`config.mk`:
```
export PLATFORM = sky130hd
export DESIGN_NAME = multicycle_ctrl_flat
export DESIGN_NICKNAME = d
export VERILOG_FILES = /design/src/rtl/multicycle_ctrl_if.sv /design/src/rtl/multicycle_ctrl.sv /design/src/flat_wrapper.sv
export SDC_FILE = /design/constraint.sdc
export NUM_CORES = 1
export LEC_CHECK = 0
export BUFFER_PORTS_ARGS = -buffer_cell sky130_fd_sc_hd__buf_2
export CAP_MARGIN = 30
export CORE_MARGIN = 1.5
export CORE_UTILIZATION = 41
export DETAILED_ROUTE_END_ITERATION = 8
export PLACE_DENSITY = 0.83
export SKIP_LAST_GASP = 1
export SLEW_MARGIN = 15
export SYNTH_ARGS = -nofsm -noshare
export SYNTH_HDL_FRONTEND = slang
export SYNTH_SLANG_ARGS = --single-unit
export TNS_END_PERCENT = 10
```
`constraint.sdc`:
```
create_clock -name clk -period 1.8 [get_ports clk]
set_input_delay 0.27 -clock clk [delete_from_list [all_inputs] [get_ports clk]]
set_output_delay 0.27 -clock clk [all_outputs]
set_load 0.02 [all_outputs]
```
`src/rtl/multicycle_ctrl_if.sv`:
```
// Instruction-fetch and data-memory handshake bundle for multicycle_ctrl.
// master = the controller issuing requests, slave = the memory side.
interface multicycle_ctrl_if #(
    parameter int INSTRUCTION = 32
);
    logic                   instr_req;
    logic                   instr_valid;
    logic [INSTRUCTION-1:0] instruction;
    logic                   dmem_req;
    logic                   dmem_we;
    logic                   dmem_ack;

    modport master (
        output instr_req, dmem_req, dmem_we,
        input  instr_valid, instruction, dmem_ack
    );

    modport slave (
        input  instr_req, dmem_req, dmem_we,
        output instr_valid, instruction, dmem_ack
    );
endinterface

```
`src/rtl/multicycle_ctrl.sv`:
```
// Multi-cycle RV32I control FSM: FETCH -> DECODE -> EXEC -> MEM -> WB, with sticky TRAP.
// Define MULTICYCLE_CTRL_TIMEOUT_EN to bound FETCH/MEM waits by MEM_TIMEOUT cycles.
module multicycle_ctrl #(
    parameter int INSTRUCTION = 32,
    parameter int MEM_TIMEOUT = 15
) (
    input  logic                 clk,
    input  logic                 rst,
    multicycle_ctrl_if.master    bus,
    input  logic                 branch_taken,
    output logic [2:0]           imm_sel,
    output logic                 alu_src_imm,
    output logic                 reg_we,
    output logic [1:0]           wb_sel,
    output logic                 pc_we,
    output logic [1:0]           pc_sel,
    output logic                 trap,
    output logic [2:0]           state_o
);

    typedef enum logic [2:0] {
        S_FETCH  = 3'd0,
        S_DECODE = 3'd1,
        S_EXEC   = 3'd2,
        S_MEM    = 3'd3,
        S_WB     = 3'd4,
        S_TRAP   = 3'd5
    } state_t;

    typedef enum logic [3:0] {
        C_R, C_IALU, C_LOAD, C_JALR, C_STORE,
        C_BRANCH, C_JAL, C_LUI, C_AUIPC, C_ILL
    } cls_t;

    state_t                 r_state;
    state_t                 w_next;
    logic [INSTRUCTION-1:0] r_ir;
    cls_t                   w_cls;
    logic [2:0]             w_imm_sel;
    logic                   w_alu_imm;
    logic                   w_wait;

    logic                   w_instr_req;
    logic                   w_dmem_req;
    logic                   w_dmem_we;

    always_comb begin
        w_cls     = C_ILL;
        w_imm_sel = 3'd0;
        w_alu_imm = 1'b0;
        case (r_ir[6:0])
            7'b0110011: begin w_cls = C_R;      w_imm_sel = 3'd0; w_alu_imm = 1'b0; end
            7'b0010011: begin w_cls = C_IALU;   w_imm_sel = 3'd1; w_alu_imm = 1'b1; end
            7'b0000011: begin w_cls = C_LOAD;   w_imm_sel = 3'd1; w_alu_imm = 1'b1; end
            7'b1100111: begin w_cls = C_JALR;   w_imm_sel = 3'd1; w_alu_imm = 1'b1; end
            7'b0100011: begin w_cls = C_STORE;  w_imm_sel = 3'd2; w_alu_imm = 1'b1; end
            7'b1100011: begin w_cls = C_BRANCH; w_imm_sel = 3'd3; w_alu_imm = 1'b0; end
            7'b1101111: begin w_cls = C_JAL;    w_imm_sel = 3'd4; w_alu_imm = 1'b0; end
            7'b0110111: begin w_cls = C_LUI;    w_imm_sel = 3'd5; w_alu_imm = 1'b1; end
            7'b0010111: begin w_cls = C_AUIPC;  w_imm_sel = 3'd5; w_alu_imm = 1'b1; end
            default:    begin w_cls = C_ILL;    w_imm_sel = 3'd0; w_alu_imm = 1'b0; end
        endcase
    end

    assign w_wait = ((r_state == S_FETCH) && !bus.instr_valid) ||
                    ((r_state == S_MEM)   && !bus.dmem_ack);

`ifdef MULTICYCLE_CTRL_TIMEOUT_EN
    localparam int CNT_W = ($clog2(MEM_TIMEOUT + 1) > 4) ? $clog2(MEM_TIMEOUT + 1) : 4;
    logic [CNT_W-1:0] r_wait_cnt;
    logic             w_timeout;
    assign w_timeout = w_wait && (r_wait_cnt == CNT_W'(MEM_TIMEOUT));
`else
    logic w_timeout;
    logic w_unused_cfg;
    assign w_timeout    = 1'b0;
    assign w_unused_cfg = (MEM_TIMEOUT != 0);
`endif

    always_comb begin
        w_next = r_state;
        case (r_state)
            S_FETCH:  w_next = bus.instr_valid ? S_DECODE : S_FETCH;
            S_DECODE: w_next = (w_cls == C_ILL) ? S_TRAP : S_EXEC;
            S_EXEC: begin
                if (w_cls == C_BRANCH)
                    w_next = S_FETCH;
                else if ((w_cls == C_LOAD) || (w_cls == C_STORE))
                    w_next = S_MEM;
                else
                    w_next = S_WB;
            end
            S_MEM: begin
                if (bus.dmem_ack)
                    w_next = (w_cls == C_LOAD) ? S_WB : S_FETCH;
                else
                    w_next = S_MEM;
            end
            S_WB:     w_next = S_FETCH;
            S_TRAP:   w_next = S_TRAP;
            default:  w_next = S_FETCH;
        endcase
        // A handshake landing on the final counted cycle still takes priority.
        if (w_timeout)
            w_next = S_TRAP;
    end

    always_ff @(posedge clk) begin
        if (rst) begin
            r_state <= S_FETCH;
            r_ir    <= '0;
`ifdef MULTICYCLE_CTRL_TIMEOUT_EN
            r_wait_cnt <= '0;
`endif
        end else begin
            r_state <= w_next;
            if ((r_state == S_FETCH) && bus.instr_valid)
                r_ir <= bus.instruction;
`ifdef MULTICYCLE_CTRL_TIMEOUT_EN
            if (w_wait && (w_next == r_state))
                r_wait_cnt <= r_wait_cnt + CNT_W'(1);
            else
                r_wait_cnt <= '0;
`endif
        end
    end

    // Strobes are decoded from state/IR; the EXEC branch and MEM store-ack
    // strobes also follow the live inputs so they land in the same cycle.
    always_comb begin
        w_instr_req = 1'b0;
        w_dmem_req  = 1'b0;
        w_dmem_we   = 1'b0;
        imm_sel     = 3'd0;
        alu_src_imm = 1'b0;
        reg_we      = 1'b0;
        wb_sel      = 2'd0;
        pc_we       = 1'b0;
        pc_sel      = 2'd0;
        trap        = 1'b0;
        state_o     = 3'd0;
        if (!rst) begin
            state_o = r_state;
            if ((r_state == S_DECODE) || (r_state == S_EXEC) ||
                (r_state == S_MEM)    || (r_state == S_WB)) begin
                imm_sel     = w_imm_sel;
                alu_src_imm = w_alu_imm;
            end
            case (r_state)
                S_FETCH: w_instr_req = 1'b1;
                S_EXEC: begin
                    if (w_cls == C_BRANCH) begin
                        pc_we  = 1'b1;
                        pc_sel = branch_taken ? 2'd1 : 2'd0;
                    end
                end
                S_MEM: begin
                    w_dmem_req = 1'b1;
                    w_dmem_we  = (w_cls == C_STORE);
                    if ((w_cls == C_STORE) && bus.dmem_ack)
                        pc_we = 1'b1;
                end
                S_WB: begin
                    reg_we = 1'b1;
                    pc_we  = 1'b1;
                    if (w_cls == C_LOAD)
                        wb_sel = 2'd1;
                    else if ((w_cls == C_JAL) || (w_cls == C_JALR))
                        wb_sel = 2'd2;
                    if (w_cls == C_JAL)
                        pc_sel = 2'd1;
                    else if (w_cls == C_JALR)
                        pc_sel = 2'd2;
                end
                S_TRAP:  trap = 1'b1;
                default: ;
            endcase
        end
    end

    assign bus.instr_req = w_instr_req;
    assign bus.dmem_req  = w_dmem_req;
    assign bus.dmem_we   = w_dmem_we;

    // Only the opcode field steers control; the rest of IR feeds the datapath.
    logic w_unused_ir;
    assign w_unused_ir = ^r_ir[INSTRUCTION-1:7];

endmodule

```
`src/flat_wrapper.sv`:
```
// flat-port wrapper written by rule: the top's interface ports become plain ports
module multicycle_ctrl_flat 
#(
    parameter int INSTRUCTION = 32,
    parameter int MEM_TIMEOUT = 15
)
  (clk, rst, branch_taken, imm_sel, alu_src_imm, reg_we, wb_sel, pc_we, pc_sel, trap, state_o, bus_instr_req, bus_dmem_req, bus_dmem_we, bus_instr_valid, bus_instruction, bus_dmem_ack);
  multicycle_ctrl_if #(.INSTRUCTION(INSTRUCTION)) bus_i ();
  input  logic clk;
  input  logic rst;
  input  logic branch_taken;
  output logic [2:0] imm_sel;
  output logic alu_src_imm;
  output logic reg_we;
  output logic [1:0] wb_sel;
  output logic pc_we;
  output logic [1:0] pc_sel;
  output logic trap;
  output logic [2:0] state_o;
  output wire logic [$bits(bus_i.instr_req)-1:0] bus_instr_req;
  output wire logic [$bits(bus_i.dmem_req)-1:0] bus_dmem_req;
  output wire logic [$bits(bus_i.dmem_we)-1:0] bus_dmem_we;
  input wire logic [$bits(bus_i.instr_valid)-1:0] bus_instr_valid;
  input wire logic [$bits(bus_i.instruction)-1:0] bus_instruction;
  input wire logic [$bits(bus_i.dmem_ack)-1:0] bus_dmem_ack;
  assign bus_instr_req = bus_i.instr_req;
  assign bus_dmem_req = bus_i.dmem_req;
  assign bus_dmem_we = bus_i.dmem_we;
  assign bus_i.instr_valid = bus_instr_valid;
  assign bus_i.instruction = bus_instruction;
  assign bus_i.dmem_ack = bus_dmem_ack;
  multicycle_ctrl #(.INSTRUCTION(INSTRUCTION), .MEM_TIMEOUT(MEM_TIMEOUT)) u_core (.clk(clk), .rst(rst), .bus(bus_i), .branch_taken(branch_taken), .imm_sel(imm_sel), .alu_src_imm(alu_src_imm), .reg_we(reg_we), .wb_sel(wb_sel), .pc_we(pc_we), .pc_sel(pc_sel), .trap(trap), .state_o(state_o));
endmodule
```
* Yosys cells after proc, flatten, opt, wreduce, memory -nomap -nowiden
Cells that the tools add are included.
W data, S select, Z words.
** Cells by class
- Reductions and logical operators :: 11
- Equality and inequality tests :: 20
- Mux-type cells :: 39
** Operator list (number)
- $pmux W4 S9 :: 1
- $pmux W3 S5 :: 2
- $mux W3 :: 8
- $eq A7 B6 Y1 const B :: 3
- $eq A7 B7 Y1 const B :: 3
- $mux W1 :: 18
- $mux W2 :: 8
- $eq A7 B5 Y1 const B :: 2
- $eq A4 B3 Y1 const B :: 3
- $eq A4 B2 Y1 const B :: 2
- $eq A7 B2 Y1 const B :: 1
- $eq A3 B2 Y1 const B :: 2
- $eq A3 B3 Y1 const B :: 2
- $reduce_or A6 Y1 :: 1
- $logic_or A1 B1 Y1 :: 5
- $eq A4 B4 Y1 const B :: 1
- $pmux W2 S2 :: 1
- $eq A3 B1 Y1 const B :: 1
- $logic_not A3 Y1 :: 1
- $pmux W1 S3 :: 1
- $reduce_or A3 Y1 :: 1
- $logic_and A1 B1 Y1 :: 2
- $reduce_or A2 Y1 :: 1
** Word-level totals
- Bits of input ports :: 37
- Flip-flop bits (word level) :: 10
- Word-level logic and storage cells :: 72
- Output and inout port bits :: 17

* Depth between registers and ports, before layout
Gate-level depths: netlist of run 1.
- Depth after elaboration :: 8
- Gate-level depth with buffers :: 6
- Mapped depth without buffers :: 4

* Least setup slack after synthesis of run 1
Ideal clock, no wire load.
- Path kind :: register to output
- Start :: register u_core.r_state[2]
- End :: output port alu_src_imm
- Slack :: -0.051 ns
- Data arrival time :: 1.581 ns
- Required time :: 1.530 ns
- Cell stages (with the launch flop) :: 6
- Path through :: dfxtp_1 > buf_4 > nor3_1 > or3b_1 > or3_1 > a311oi_2
** On the way
- Cells in the longest elaborated chain, start to end :: 6
- Elaborated cells between the ends (all ways) :: 9
- Those cells by class :: eq/ne: 4; mux: 2; reduce/logical: 3
** Ends and longest elaborated chain
- from (decl) :: line multicycle_ctrl.sv:35 : state_t r_state;
- from (signal assigned) :: line multicycle_ctrl.sv:116 : r_state <= w_next;
- $eq A3 B1 Y1 or $eq A3 B2 Y1 (tied branches) :: line multicycle_ctrl.sv:144 : if ((r_state == S_DECODE) || (r_state == S_EXEC) ||
- $logic_or A1 B1 Y1 (2 in a row) :: line multicycle_ctrl.sv:144
- $logic_or A1 B1 Y1 * :: line multicycle_ctrl.sv:145 : (r_state == S_MEM) || (r_state == S_WB)) begin
- $mux W1 * :: line multicycle_ctrl.sv:144
- $mux W1 * :: line multicycle_ctrl.sv:142 : if (!rst) begin
- to (decl) :: line flat_wrapper.sv:13 : output logic alu_src_imm;
Mark *: on every way between the ends. The rest lies on a longest branch, timed or not.

* Final worst setup path of run 1
- Start :: register u_core.r_state[0]
- End :: output port alu_src_imm
The elaborated chain is that of the path after synthesis.

==> run metrics, run 1 <==
status complete, but fails checks; failing checks setup timing; Area after DPL 0.001042 mm^2; Routability Congestion 0.7950; Synthesized Nets 149; Initial DRC Count 10; Pwr Density 778.2 mW/mm^2; share of flip-flops with an asynchronous set or reset 0%; clock latency on the worst-skew pair 0.26 ns; Pins Over Slew Limit 0; Netlist cell types 34; PortBufs 28; number of remaining DRC errors 0; share of cells above drive strength 1 35.81%; vias in the first global route 819; Mapped Area 794.5 um^2; minimum clock period 2.117 ns; die height 47.02 um; final setup vio count 9; initial antenna violation count 0; Max Cap Violations 0; Starting Density 45.04%; worst min path class input port to flip-flop; syn_area_per_cell 7.094 um^2; core region area 0.001764 mm^2; NumNets Final 186; DRT Pass-1 Iters 4; maximum fanout along the worst path 4; RSZ-0062 raised after global routing yes; flop and latch count out of synthesis 10; placed wire-length estimate 1651 um; DR WL/cell 12.07 um; Setup WS post-layout -0.3174 ns; largest net degree at the start of global routing 18; clock sinks 10; Multi-input gate area 561.8 um^2; first-pass GRT wire length 3436 um; Seq/Total Area, Yosys 25.20%; top cells by area, synth dfxtp_1 (25%), nor2_1 (8.0%), mux2i_1 (6.3%); global-route usage over all layers 21.49%; Clock Skew 0.002939 ns; Synth area leader dfxtp_1; Hold Fails Final Rpt 0; share of the synthesized area in the top cell type 25.20%; WP data required 1.53 ns; yosys warns 0; number of synthesized flops with an enable pin 0; VDD IR max 597.6 uV; final worst-path cycle share 117.6%; setup bufs post-CTS 0; root buffer cell clkbuf_4; clock tree buffer depth 2; Die ar. 0.002211 mm^2; Antenna Nets Post-Route 0; Inst Count DP 169; H-tree levels 1; std cell rows 15; design area 0.001092 mm^2; Most used DFF post-synth dfxtp_1; Crit Path Category flip-flop to primary output; fill count 176; fmax 472.3 MHz; Slew @ Worst Pin 0.2790 ns; # diodes 0; Gate Count Post-Synth 112; Lkg Pwr 0.4888 nW; WL final 2088 um; vias per std cell 5.364; Resize count post-CTS 4; Rel. slew slack 81.23%; Reg area 200.2 um^2; die width 47.02 um; WP data arrival 1.85 ns; grt ovf 0; I/O Pins 54; endpoint class of the critical path primary output; # hold bufs at CTS 0; CTS tree done; Area growth syn-to-layout 37.48%; non-filler cells, final 173; total number of vias 928; CP Launch Type flip-flop; Clock Pin Slew Worst Setup and Hold Paths 0.06 ns; Num CTS Buffers 3
flip-flops by register name (all words and copies together), names as in the netlist:
name / flops
u_core.r_ir: 7
u_core.r_state: 3
kinds of logic after synthesis:
group / share of synthesized area (%)
and+or+nand+nor: 41.58
muxes: 7.717
DFF: 25.20
buffers and inverters: 7.717
AOI/OAI and AO/OA: 17.80
per-layer routing:
layer	share of wire, %	GRT usage [%]	wire length, um	vias up
met1	45	28.84	935	428
met5	0	0	0	-
met2	50	32.88	1048	28
li1	-	-	-	470
met3	3.8	3.462	79	2
met4	1.2	11.67	26	0
cell type report:
type	count	area share [%]
multi-input cells	88	51.43
repair buffers	41	22.34
flip-flops and latches	10	18.33
clock buffers	4	3.322
well taps	25	2.864
inverters	5	1.718
critical path, cell delays in order (launching register included):
cell and delay [ns]:
dfxtp_1 0.34, o21ai_1 0.12, or3b_4 0.39, or3_4 0.36, a311oi_4 0.22, buf_6 0.15
cells in the final DEF (no fill, tap or decap), types with 2 or more instances in the layout:
cell type / n
buf_2: 27
mux2i_1: 5
nand3_1: 7
inv_1: 5
o21ai_0: 3
nand3b_1: 3
nand2_1: 4
buf_4: 13
a31oi_1: 2
nor2_1: 17
dfxtp_1: 10
nor3_1: 5
nor2b_1: 7
a21oi_1: 8
nand2b_1: 6
clkbuf_4: 3
Yosys cell counts, drive strengths merged (2+ instances only):
library cell,n
nor2b,7
nand2b,6
mux2i,5
a21oi,9
nor2,17
or3,2
dfxtp,10
nand3b,3
clkbuf,4
nand2,4
o21ai,4
buf,5
inv,5
a31oi,2
nor3,5
nand3,7
per-stage QoR:
step / power [mW] / util [%] / hold slack, ns / setup TNS (ns) / worst slack (ns)
finish: 0.8501 / 61.91 / 0.2390 / -1.195 / -0.3174
global placement: 0.6310 / 59.08 / 0.5014 / -0.09615 / -0.09615
CTS: 0.8520 / 61.91 / 0.2292 / -1.311 / -0.3613
floorplan: 0.5215 / - / 0.4086 / -0.07351 / -0.04376
detailed placement: 0.6443 / 59.08 / 0.5142 / -0.1276 / -0.1276
global route: 0.9032 / 61.91 / 0.2650 / -2.078 / -0.4203
where the power goes:
part,internal [mW],switching [mW]
Combinational,0.168,0.205
Clock,0.123,0.0741
Sequential,0.252,0.0277
Total,0.543,0.307
path summary, 6_finish.rpt:
check | start | endpoint | slack [ns] | cells past startpoint
worst max register to register | u_core.r_ir[0] | u_core.r_state[2] | 0.45 | 4
worst min register to register | u_core.r_ir[6] | u_core.r_ir[6] | 0.56 | 2
worst min-delay path | bus_instruction[2] | u_core.r_ir[2] | 0.24 | 3
worst max-delay path | u_core.r_state[0] | alu_src_imm | -0.32 | 5
(Power assumes the default switching activity.)
==> inputs of run 2 (changes only) <==
CORE_UTILIZATION = 40   (was 41)
PLACE_DENSITY = 0.79   (was 0.83)
==> run 2 against run 1 <==
  * The run still ends with setup timing left
  * Largest power group unchanged
  * Power down 0.24%
  * Clock skew down 0.0019 ns
  * Critical path depth unchanged
  * Fmax down 1.6%
  * Worst setup slack worse by 0.035 ns
  * Critical endpoint unchanged
  * Critical path type unchanged
==> run metrics, run 2 (same netlist as run 1, synthesis figures left out) <==
DRT Pass-1 Iters 4 (unchanged); failing checks setup timing; Worst R2R Path Depth 4 (unchanged); Hold Path Cell Cnt 3 (unchanged); final core occ 61.04% (-0.87 points); worst min path class input port to flip-flop; Rel. slew slack 81.01% (-0.22 points); die height 47.57 um (+1.2%); clock latency on the worst-skew pair 0.26 ns (about the same); worst hold slack 0.2403 ns (+0.001263 ns); Area growth syn-to-layout 38.42%; overall power 0.8480 mW (-0.24%); status complete, but fails checks; WP data arrival 1.88 ns (+0.03 ns); CP Launch Type flip-flop; hold path endpoint u_core.r_ir[2]; root buffer cell clkbuf_4; Routability Congestion 0.8092 (+1.8%); Antenna Nets Post-Route 0 (unchanged); most frequent cells in the layout buf_2 (27), nor2_1 (17), buf_4 (14); maximum fanout along the worst path 4 (unchanged); vias in the first global route 817 (-0.24%); fmax 464.7 MHz (-1.6%); global-route usage over all layers 21.00% (-0.49 points); final worst-path cycle share 119.6% (+1.9 points); Buf/Inv on CP 1 (unchanged); WP data required 1.53 ns (about the same); final setup vio count 9 (unchanged); VDD IR max 504.9 uV (-16%); clock tree buffer depth 2 (unchanged); final setup TNS -1.191 ns (+0.004170 ns); # diodes 0 (unchanged); Inst Count DP 170 (+0.59%); non-filler cells, final 174 (+0.58%); HP Start bus_instruction[2]; minimum clock period 2.152 ns (+0.03455 ns); Crit Path Category flip-flop to primary output; clock sinks 10 (unchanged); Pwr Density 771.1 mW/mm^2 (-0.92%); setup bufs post-CTS 0 (unchanged); share of cells above drive strength 1 36.24% (+0.43 points); commonest non-fill, non-tap cell in the layout buf_2; largest net degree at the start of global routing 18 (unchanged); Max Cap Violations 0 (unchanged); WL final 2168 um (+3.8%); # hold bufs at CTS 0 (unchanged); CP max stage delay 0.40 ns (about the same); design area 0.001100 mm^2 (+0.69%); RR Endpoint u_core.r_state[2]; r2r setup slk 0.45 ns (about the same); DR WL/cell 12.46 um (+3.2%); Clock Pin Slew Worst Setup and Hold Paths 0.06 ns (about the same); Biggest register u_core.r_ir; Hold Fails Final Rpt 0 (unchanged); endpoint class of the critical path primary output; Area after DPL 0.001050 mm^2 (+0.72%); NumNets Final 187 (+0.54%); Pins Over Slew Limit 0 (unchanged); H-tree levels 1 (unchanged); Lkg Pwr 0.4941 nW (+1.1%); core region area 0.001802 mm^2 (+2.1%); number of remaining DRC errors 0 (unchanged); Die ar. 0.002262 mm^2 (+2.3%); total number of vias 933 (+0.54%); PortBufs 28 (unchanged); RSZ-0062 raised after global routing yes; Clock Skew 0.001067 ns (-0.001872 ns); vias per std cell 5.362 (about the same); biggest regs u_core.r_ir (7), u_core.r_state (3); Slew @ Worst Pin 0.2843 ns (+0.005360 ns); RR Startpoint u_core.r_ir[0]; placed wire-length estimate 1759 um (+6.5%); CTS tree done; std cell rows 15 (unchanged); first-pass GRT wire length 3353 um (-2.4%); grt ovf 0 (unchanged); Setup WS pre-CTS -0.1648 ns (-0.03716 ns); Top delay family on crit path simple AND/OR/NAND/NOR gates; initial antenna violation count 0 (unchanged); Num CTS Buffers 3 (unchanged); Starting Density 44.10% (-0.94 points); Worst path slowest cell or3b_4; die width 47.57 um (+1.2%); max reg flops 7 (unchanged); Initial DRC Count 32 (+22); Setup WS post-layout -0.3519 ns (-0.03455 ns); I/O Pins 54 (unchanged); crit path cell chain o21ai_1 > or3b_4 > or3_4 > a311oi_4 > buf_6
==> run 2: worst max path at each step <==
stage / startpoint / end / cells after the start
after floorplan: u_core.r_ir[2] / pc_we / 5
after global placement: u_core.r_state[0] / alu_src_imm / 5
after detailed placement: u_core.r_state[0] / alu_src_imm / 5
after CTS: u_core.r_state[0] / alu_src_imm / 5
after global routing: u_core.r_state[0] / alu_src_imm / 5
final: u_core.r_state[0] / alu_src_imm / 5
==> run 2: cell type report <==
cell class / instances / area, um^2
clock buffer: 4 / 36.28
fill: 183 / 701.9
inverter: 5 / 18.77
multi-input combinational: 88 / 561.8
sequential: 10 / 200.2
tap: 25 / 31.28
timing repair buffer: 42 / 251.5
==> run 2: repair_timing <==
item,in CTS,in global routing
cloned,0,0
gates resized for setup,4,1
endpoints found under the setup margin,9,10
==> run 2: power breakdown <==
| part | total, mW | switching, mW | internal [mW] |
|---|---|---|---|
| logic | 0.375 | 0.202 | 0.173 |
| registers | 0.281 | 0.0290 | 0.252 |
| clock network | 0.192 | 0.0696 | 0.122 |
| total | 0.848 | 0.301 | 0.547 |
==> run 2: routing by layer <==
layer	track usage, %	share of wire [%]
met1	27.05	42
met5	0	0
met3	3.396	5.9
met2	34.05	52
met4	10.27	0.65
==> run 2: tightest hold or removal path, delay by kind of cell <==
kind | cells | cell delay, ns
buf+inv | 1 | 0.07
simple gates | 1 | 0.07
compound gates | 1 | 0.05
==> inputs of run 3 (changes only) <==
SKIP_LAST_GASP = unset   (was 1)
==> run 3 against run 2 <==
  * The flow still finishes with violations (setup timing)
  * Fmax increased by 0.21%
  * Non-clock buffer count unchanged
  * First-iteration DRC count increased by 22%
  * Clock power about the same
  * Worst setup slack improved by 0.0045 ns
  * Largest cell class unchanged
==> run metrics, run 3 (same netlist as run 1, synthesis figures left out) <==
crit path from u_core.r_state[0]; DRT Pass-1 Iters 4 (unchanged); WP data required 1.53 ns (about the same); clock latency on the worst-skew pair 0.26 ns (about the same); final setup TNS -0.7155 ns (+0.4751 ns); Initial DRC Count 39 (+22%); Starting Density 44.10% (unchanged); final setup vio count 5 (-4); Routability Congestion 0.8092 (unchanged); switch share 36.11% (+0.64 points); non-filler cells, final 174 (unchanged); die height 47.57 um (unchanged); Hold Fails Final Rpt 0 (unchanged); status complete, but fails checks; core region area 0.001802 mm^2 (unchanged); biggest regs u_core.r_ir (7), u_core.r_state (3); I/O Pins 54 (unchanged); maximum fanout along the worst path 4 (unchanged); Reg area 209.0 um^2 (+4.4%); worst setup path end alu_src_imm; commonest non-fill, non-tap cell in the layout buf_2; overall power 0.8733 mW (+3.0%); Power Internal 0.5580 mW (+2.0%); RR Startpoint u_core.r_ir[6]; total number of vias 941 (+0.86%); Setup WS post-layout -0.3474 ns (+0.004485 ns); # hold bufs at CTS 0 (unchanged); Max Cap Violations 0 (unchanged); NumNets Final 187 (unchanged); CP Launch Type flip-flop; Setup WS pre-CTS -0.1648 ns (unchanged); fill count 174 (-4.9%); WP data arrival 1.88 ns (about the same); r2r setup slk 0.45 ns (about the same); # diodes 0 (unchanged); CTS tree done; vias per std cell 5.408 (+0.86%); Sw Pwr 0.3153 mW (+4.8%); Pins Over Slew Limit 0 (unchanged); RR Endpoint u_core.r_state[2]; first-pass GRT wire length 3484 um (+3.9%); clock share of power 22.2% (-0.5 points); clock tree buffer depth 2 (unchanged); worst min path class input port to flip-flop; RSZ-0062 raised after global routing yes; Area growth syn-to-layout 48.03%; Num CTS Buffers 3 (unchanged); vias in the first global route 844 (+3.3%); Biggest register u_core.r_ir; Rel. slew slack 83.68% (+2.7 points); sequential power share 32.8% (-0.4 points); global-route usage over all layers 21.77% (+0.77 points); Hold Path Cell Cnt 3 (unchanged); most frequent cells in the layout buf_2 (20), buf_4 (19), nor2_1 (16); std cell rows 15 (unchanged); VDD IR max 518.3 uV (+2.6%); fmax 465.7 MHz (+0.21%); Gate power share 45.0% (+0.8 points); H-tree levels 1 (unchanged); share of cells above drive strength 1 45.64% (+9.4 points); Slew @ Worst Pin 0.2425 ns (-0.04179 ns); initial antenna violation count 0 (unchanged); worst hold slack 0.2387 ns (-0.001662 ns); minimum clock period 2.147 ns (-0.004485 ns); Clock Skew 0.0002923 ns (-0.0007742 ns); final worst-path cycle share 119.3% (-0.25 points); Multi-input gate area 604.3 um^2 (+7.6%); root buffer cell clkbuf_4; PortBufs 28 (unchanged); largest net degree at the start of global routing 18 (unchanged); die width 47.57 um (unchanged); Antenna Nets Post-Route 0 (unchanged); Worst R2R Path Depth 5 (+1); DR WL/cell 12.94 um (+3.9%); Die ar. 0.002262 mm^2 (unchanged); placed wire-length estimate 1759 um (unchanged); clock sinks 10 (unchanged); WL final 2252 um (+3.9%); max reg flops 7 (unchanged); failing checks setup timing; Inst Count DP 170 (unchanged); number of remaining DRC errors 0 (unchanged); Clock Pin Slew Worst Setup and Hold Paths 0.06 ns (about the same); endpoint class of the critical path primary output; Pwr Density 742.5 mW/mm^2 (-3.7%); grt ovf 0 (unchanged); Crit Path Category flip-flop to primary output; Lkg Pwr 0.5013 nW (+1.5%)
==> run 3: cell counts in the layout (fill, tap and decap cells not counted) <==
No cell type changed its count.
==> run 3: power groups by stage <==
stage                     clock network (mW)  registers (mW)  logic (mW)
final                                  0.194           0.287       0.393
after global routing                   0.211           0.291       0.431
after CTS                              0.200           0.283       0.382
after detailed placement                   0           0.285       0.367
after global placement                     0           0.282       0.356
after floorplan                            0           0.279       0.243
==> run 3: repair_timing <==
item	4_1_cts	5_1_grt
gates resized for setup	19	11
setup buffers	0	0
endpoints found under the setup margin	9	9
pin swaps	1	2
==> run 3: worst min-delay path by stage <==
| stage | start | endpoint | slack, ns |
|---|---|---|---|
| 2_1_floorplan | bus_instruction[2] | u_core.r_ir[2] | 0.41 |
| 3_3_place_gp | bus_instruction[4] | u_core.r_ir[4] | 0.50 |
| 3_5_place_dp | bus_instruction[2] | u_core.r_ir[2] | 0.51 |
| 4_1_cts | bus_instruction[2] | u_core.r_ir[2] | 0.24 |
| 5_1_grt | bus_instruction[4] | u_core.r_ir[4] | 0.24 |
| 6_report | bus_instruction[2] | u_core.r_ir[2] | 0.24 |
==> run 3: critical path, stage by stage, from the launching register on <==
cell and delay (ns):
dfxtp_2 0.33, o21ai_1 0.12, or3b_4 0.40, or3_4 0.36
a311oi_4 0.24, buf_6 0.16
==> run 3: layout make-up <==
type                            instances  share of cell area [%]
Multi-Input combinational cell         88                   51.38
Timing Repair Buffer                   42                   23.51
Inverter                                5                   1.596
Tap cell                               25                   2.660
Sequential cell                        10                   17.77
Clock buffer                            4                   3.085
==> run 3: per-layer routing <==
| layer | GRT usage (%) | wire length (um) |
|---|---|---|
| met1 | 28.18 | 939 |
| met2 | 34.32 | 1155 |
| met3 | 3.396 | 119 |
| met4 | 12.43 | 38 |
| met5 | 0 | 0 |
==> run 3: through the flow <==
stage | area (um^2) | util [%]
2_1_floorplan | 809.5 | -
3_3_place_gp | 1050 | 58.26
3_5_place_dp | 1050 | 58.26
4_1_cts | 1144 | 63.47
5_1_grt | 1176 | 65.28
6_report | 1176 | 65.28
